$ cat config.mk
export PLATFORM = sky130hd
export DESIGN_NAME = regfile_2r1w
export DESIGN_NICKNAME = d
export VERILOG_FILES = /design/src/rtl/regfile_pkg.sv /design/src/rtl/rf_register.sv /design/src/rtl/regfile_2r1w.sv
export SDC_FILE = /design/constraint.sdc
export NUM_CORES = 2
export LEC_CHECK = 0
export ABC_AREA = 1
export BUFFER_PORTS_ARGS = -buffer_cell sky130_fd_sc_hd__buf_2
export CAP_MARGIN = 15
export CORE_ASPECT_RATIO = 0.7
export CORE_MARGIN = 3
export CORE_UTILIZATION = 45
export CTS_CLUSTER_SIZE = 28
export DETAILED_ROUTE_END_ITERATION = 12
export GPL_TIMING_DRIVEN = 1
export PLACE_DENSITY = 0.61
export SETUP_SLACK_MARGIN = 0.15
export SLEW_MARGIN = 20
export SYNTH_ARGS = -nofsm -noshare
export SYNTH_HDL_FRONTEND = slang
export SYNTH_SLANG_ARGS = --single-unit
$ cat constraint.sdc
create_clock -name Clk -period 43.9 [get_ports Clk]
set_input_delay 4.39 -clock Clk [delete_from_list [all_inputs] [get_ports Clk]]
set_output_delay 4.39 -clock Clk [all_outputs]
set_load 0.005 [all_outputs]
$ cat src/rtl/regfile_pkg.sv
// Shared constants for the 2-read / 1-write register file.
// Imported by the storage cell and the register-file top.
package regfile_pkg;

  localparam int RF_WIDTH    = 32;
  localparam int RF_ADDR_W   = 5;
  localparam int RF_DEPTH    = 32;
  localparam int RF_ZERO_REG = 0;

endpackage

$ cat src/rtl/rf_register.sv
// Single storage entry: clock-enabled register with async clear.
// Instantiated once per writable register-file entry.
module rf_register
  import regfile_pkg::*;
#(
  parameter int WIDTH = RF_WIDTH
) (
  input  logic             clk,
  input  logic             rst,
  input  logic             en,
  input  logic [WIDTH-1:0] d,
  output logic [WIDTH-1:0] q
);

  always_ff @(posedge clk or posedge rst) begin
    if (rst) begin
      q <= '0;
    end else if (en) begin
      q <= d;
    end
  end

endmodule

$ cat src/rtl/regfile_2r1w.sv
// 32x32 register file, two combinational reads, one clocked write.
// Entry 0 reads as zero; counts accepted writes with saturation.
module regfile_2r1w
  import regfile_pkg::*;
#(
  parameter int WIDTH  = RF_WIDTH,
  parameter int ADDR_W = RF_ADDR_W,
  parameter bit BYPASS = 1'b0,
  parameter int CNT_W  = 16
) (
  input  logic              Clk,
  input  logic              Reset,
  input  logic              RegWrite,
  input  logic [ADDR_W-1:0] WriteRegister,
  input  logic [WIDTH-1:0]  WriteData,
  input  logic [ADDR_W-1:0] ReadRegister1,
  input  logic [ADDR_W-1:0] ReadRegister2,
  output logic [WIDTH-1:0]  ReadData1,
  output logic [WIDTH-1:0]  ReadData2,
  output logic [CNT_W-1:0]  WriteCount
);

  localparam int DEPTH = 1 << ADDR_W;

  logic [DEPTH-1:0] wr_sel;
  logic [WIDTH-1:0] regs [DEPTH];
  logic [WIDTH-1:0] rd1_raw;
  logic [WIDTH-1:0] rd2_raw;
  logic             hit1;
  logic             hit2;
  logic             accepted;

  // One-hot write decode; entry 0 can never be selected.
  always_comb begin
    wr_sel = '0;
    if (RegWrite && !Reset) begin
      wr_sel[WriteRegister] = 1'b1;
    end
    wr_sel[RF_ZERO_REG] = 1'b0;
  end

  assign regs[RF_ZERO_REG] = '0;

  for (genvar i = 1; i < DEPTH; i++) begin : g_entry
    rf_register #(
      .WIDTH(WIDTH)
    ) u_reg (
      .clk(Clk),
      .rst(Reset),
      .en (wr_sel[i]),
      .d  (WriteData),
      .q  (regs[i])
    );
  end

  assign rd1_raw = regs[ReadRegister1];
  assign rd2_raw = regs[ReadRegister2];

  if (BYPASS) begin : g_bypass
    assign hit1 = RegWrite
                  && (ReadRegister1 == WriteRegister)
                  && (ReadRegister1 != '0);
    assign hit2 = RegWrite
                  && (ReadRegister2 == WriteRegister)
                  && (ReadRegister2 != '0);
  end else begin : g_no_bypass
    assign hit1 = 1'b0;
    assign hit2 = 1'b0;
  end

  // Reset masks the bypass path so reads are zero throughout reset.
  always_comb begin
    ReadData1 = rd1_raw;
    ReadData2 = rd2_raw;
    if (Reset) begin
      ReadData1 = '0;
      ReadData2 = '0;
    end else begin
      if (hit1) ReadData1 = WriteData;
      if (hit2) ReadData2 = WriteData;
    end
  end

  assign accepted = |wr_sel;

  always_ff @(posedge Clk or posedge Reset) begin
    if (Reset) begin
      WriteCount <= '0;
    end else if (accepted && (WriteCount != '1)) begin
      WriteCount <= WriteCount + CNT_W'(1);
    end
  end

endmodule

==> results.md <==
- Outcome: finished clean
- Layout Nets: 7182
- Worst IR drop on VDD: 0.0288 mV
- Max-cap viol count: 0
- Ys async rst share: 1.00
- Final setup viols: 0
- Largest net degree at the start of global routing: 207
- Worst min path class: reg -> reg
- First drt pass iteration count: 8
- DR iter-0 viols: 7126
- Setup WS pre-CTS: 30.32 ns
- FF-to-FF path depth: 9
- CTS sink cnt: 1008
- Cell family with most CP delay: buffers and inverters
- Routed len/inst: 23.0 µm
- Slowest cell delay on critical path: 0.81 ns
- Static Leak: 26.7 nW
- Layout cells sized above 1: 0.0592
- Register area share after synthesis: 0.455
- Register clock-pin slew on the reported worst setup and hold paths: 0.06 ns
- Synthesized instance count: 7560
- Most frequent cells in the layout: nand2_1 (1658), o21ai_0 (1483), dfrtp_1 (1008), nand3_1 (728), inv_1 (561)
- Die Width: 425 µm
- Buffers on Ports: 129
- Total GRT Usage: 0.315
- Die ar.: 0.127 mm²
- Clk root buf: clkbuf_16
- Core ar.: 0.122 mm²
- Crit path max fanout: 206
- Part of the cycle the worst path needs: 0.315
- Max Buffers Root-to-Sink: 3
- FF-to-FF setup slack: 41.42 ns
- Cts repair resizes: 0
- Vias in the first global route: 47.7k
- Arr. time, crit path: 9.46 ns
- CP Depth: 12
- CTS buffer count: 104
- CTS tree: yes
- Synth Cell Area: 0.0554 mm²
- RSZ-0062 raised after global routing: no
- Hpwl dp: 106000 µm
- Post-synth top flop: dfrtp_1
- Initial antenna violation count: 25
- WP buf/inv: 6
- Final min period: 13.85 ns
- Critical path class: in -> out
- GRT overflow: 0
- EDFF count, synth: 0
- CP endpoint kind: output pin
- Peak Freq: 72.2 MHz
- Hold path cells: 2
- Syn-to-layout area delta: 7.41%
- Fin worst setup slack: 30.05 ns
- Final hold vios: 0
- Crit-path cells: buf_4 > inv_8 > buf_4 > buf_4 > buf_4 > o211ai_1 > nand3_1 > nand3_1 > nand3_1 > nand2_1 > nor2_1 > buf_2
- Register bit count reported by yosys: 1008
- Worst Max-Slew Pin Slew: 1.25 ns
- Commonest non-fill, non-tap cell in the layout: nand2_1
- Max_slew headroom: 0.168
- YS warnings: 0
- Netlist cell types: 28
- Die Span Y: 300 µm
- Post-route DRC: 0
- Routed WL: 204000 µm
- Fin Clk Skew: 0.00444 ns
- Gpl congestion: 0.814
- TNS Setup: 0 ns
- Ports: 130
- Max-slew violations: 0
- Synth Area per Inst: 7.33 µm²
- Starting Density: 0.454
- Syn nets: 7611
- First-pass GRT wire length: 308000 µm
- Number of setup buffers added after CTS: 0
- Row Count: 107
- CP max stage cell: buf_4
- Post-CTS Hold Fix Bufs: 0
- Setup crit start kind: input pin
- Via count: 52.8k
- Vias per inst: 5.96
- PwrDens: 41.4 mW/mm²
- Clock Latency Late Sink: 0.75 ns
- H-tree depth: 3
- Critical Path RT: 39.51 ns
- Post-DRT Antenna Nets: 0
- Crit-path most repeated cell: buf_4
[cell families after synthesis]
group | after synthesis | share of synthesized area
AO/OA/AOI/OAI | 2589 | 0.253
AND/OR/NAND/NOR | 2649 | 0.197
buffers and inverters | 1305 | 0.0931
adder cells (fa/ha/maj) | 1 | 0.000226
XOR/XNOR | 8 | 0.00126
flip-flops | 1008 | 0.455
[final timing paths]
check | startpoint | end
max | ReadRegister2[0] | ReadData2[30]
min | g_entry[6].u_reg.q[16]$_DFFE_PP0P_ | g_entry[6].u_reg.q[16]$_DFFE_PP0P_
max reg2reg | WriteCount[0]$_DFFE_PP0P_ | WriteCount[10]$_DFFE_PP0P_
min reg2reg | g_entry[6].u_reg.q[16]$_DFFE_PP0P_ | g_entry[6].u_reg.q[16]$_DFFE_PP0P_
max in group asynchronous | Reset | g_entry[10].u_reg.q[16]$_DFFE_PP0P_
min in group asynchronous | Reset | g_entry[18].u_reg.q[25]$_DFFE_PP0P_
[synthesized netlist by cell type (3+ instances only)]
cell type  number  area share
o21ai_1       145       0.013
a31oi_1        17      0.0019
nand3_1       728       0.066
inv_1         562       0.038
o21ai_0      1483        0.13
a21oi_1       527       0.048
nor2_1        206       0.014
buf_2         118       0.011
nand2_1      1688        0.11
xor2_1          5     0.00079
clkinv_1        3     0.00020
inv_2           6     0.00041
clkbuf_1      506       0.034
xnor2_1         3     0.00047
o211ai_1      417       0.056
and2_1          3     0.00034
dfrtp_1      1008        0.46
buf_1          94      0.0064
or2_2          17      0.0019
buf_6          14      0.0028
[metal layers]
layer,wire length (µm),track usage,up-vias
li1,-,-,24600
met1,90400,0.462,25200
met2,87000,0.471,2605
met3,18900,0.0549,464
met4,7280,0.101,2
met5,14,0,-
[state kept, by name, indices dropped and copies added, names as in the netlist]
name             cells
WriteCount          16
g_entry.u_reg.q    992
[stage by stage]
stage / std cells / power (mW) / instance area [µm²] / hold slack, ns / util
2_1_floorplan: 7560 / 1.43 / 55400 / 0.453 / -
3_3_place_gp: 8659 / 1.54 / 56000 / 0.466 / 0.459
3_5_place_dp: 8659 / 1.55 / 56000 / 0.472 / 0.459
4_1_cts: 8848 / 2.47 / 59500 / 0.487 / 0.488
5_1_grt: 8853 / 2.59 / 59500 / 0.500 / 0.488
6_report: 8856 / 2.46 / 59500 / 0.483 / 0.488
[where the power goes]
part | total, mW | internal, mW | switching (mW) | leakage, nW
Combinational | 0.408 | 0.135 | 0.273 | 11.6
Sequential | 1.13 | 1.05 | 0.0785 | 13.4
Clock | 0.926 | 0.522 | 0.403 | 1.72
[final cells by class]
cell class	instances	area, µm²
antenna	7	17.5
clock buffer	161	3140
clock inverter	28	365
fill	12100	62400
inverter	571	2200
multi-input combinational	5247	25300
sequential	1008	25200
tap	1635	2050
timing repair buffer	199	1270
[tightest hold or removal path: cells and delay by family, from the launching register on]
| kind | cells | cell delay [ns] |
|---|---|---|
| flip-flops | 1 | 0.34 |
| AO/OA/AOI/OAI | 1 | 0.05 |
| AND/OR/NAND/NOR | 1 | 0.05 |
No activity file was read; power rests on OpenSTA's default activity.
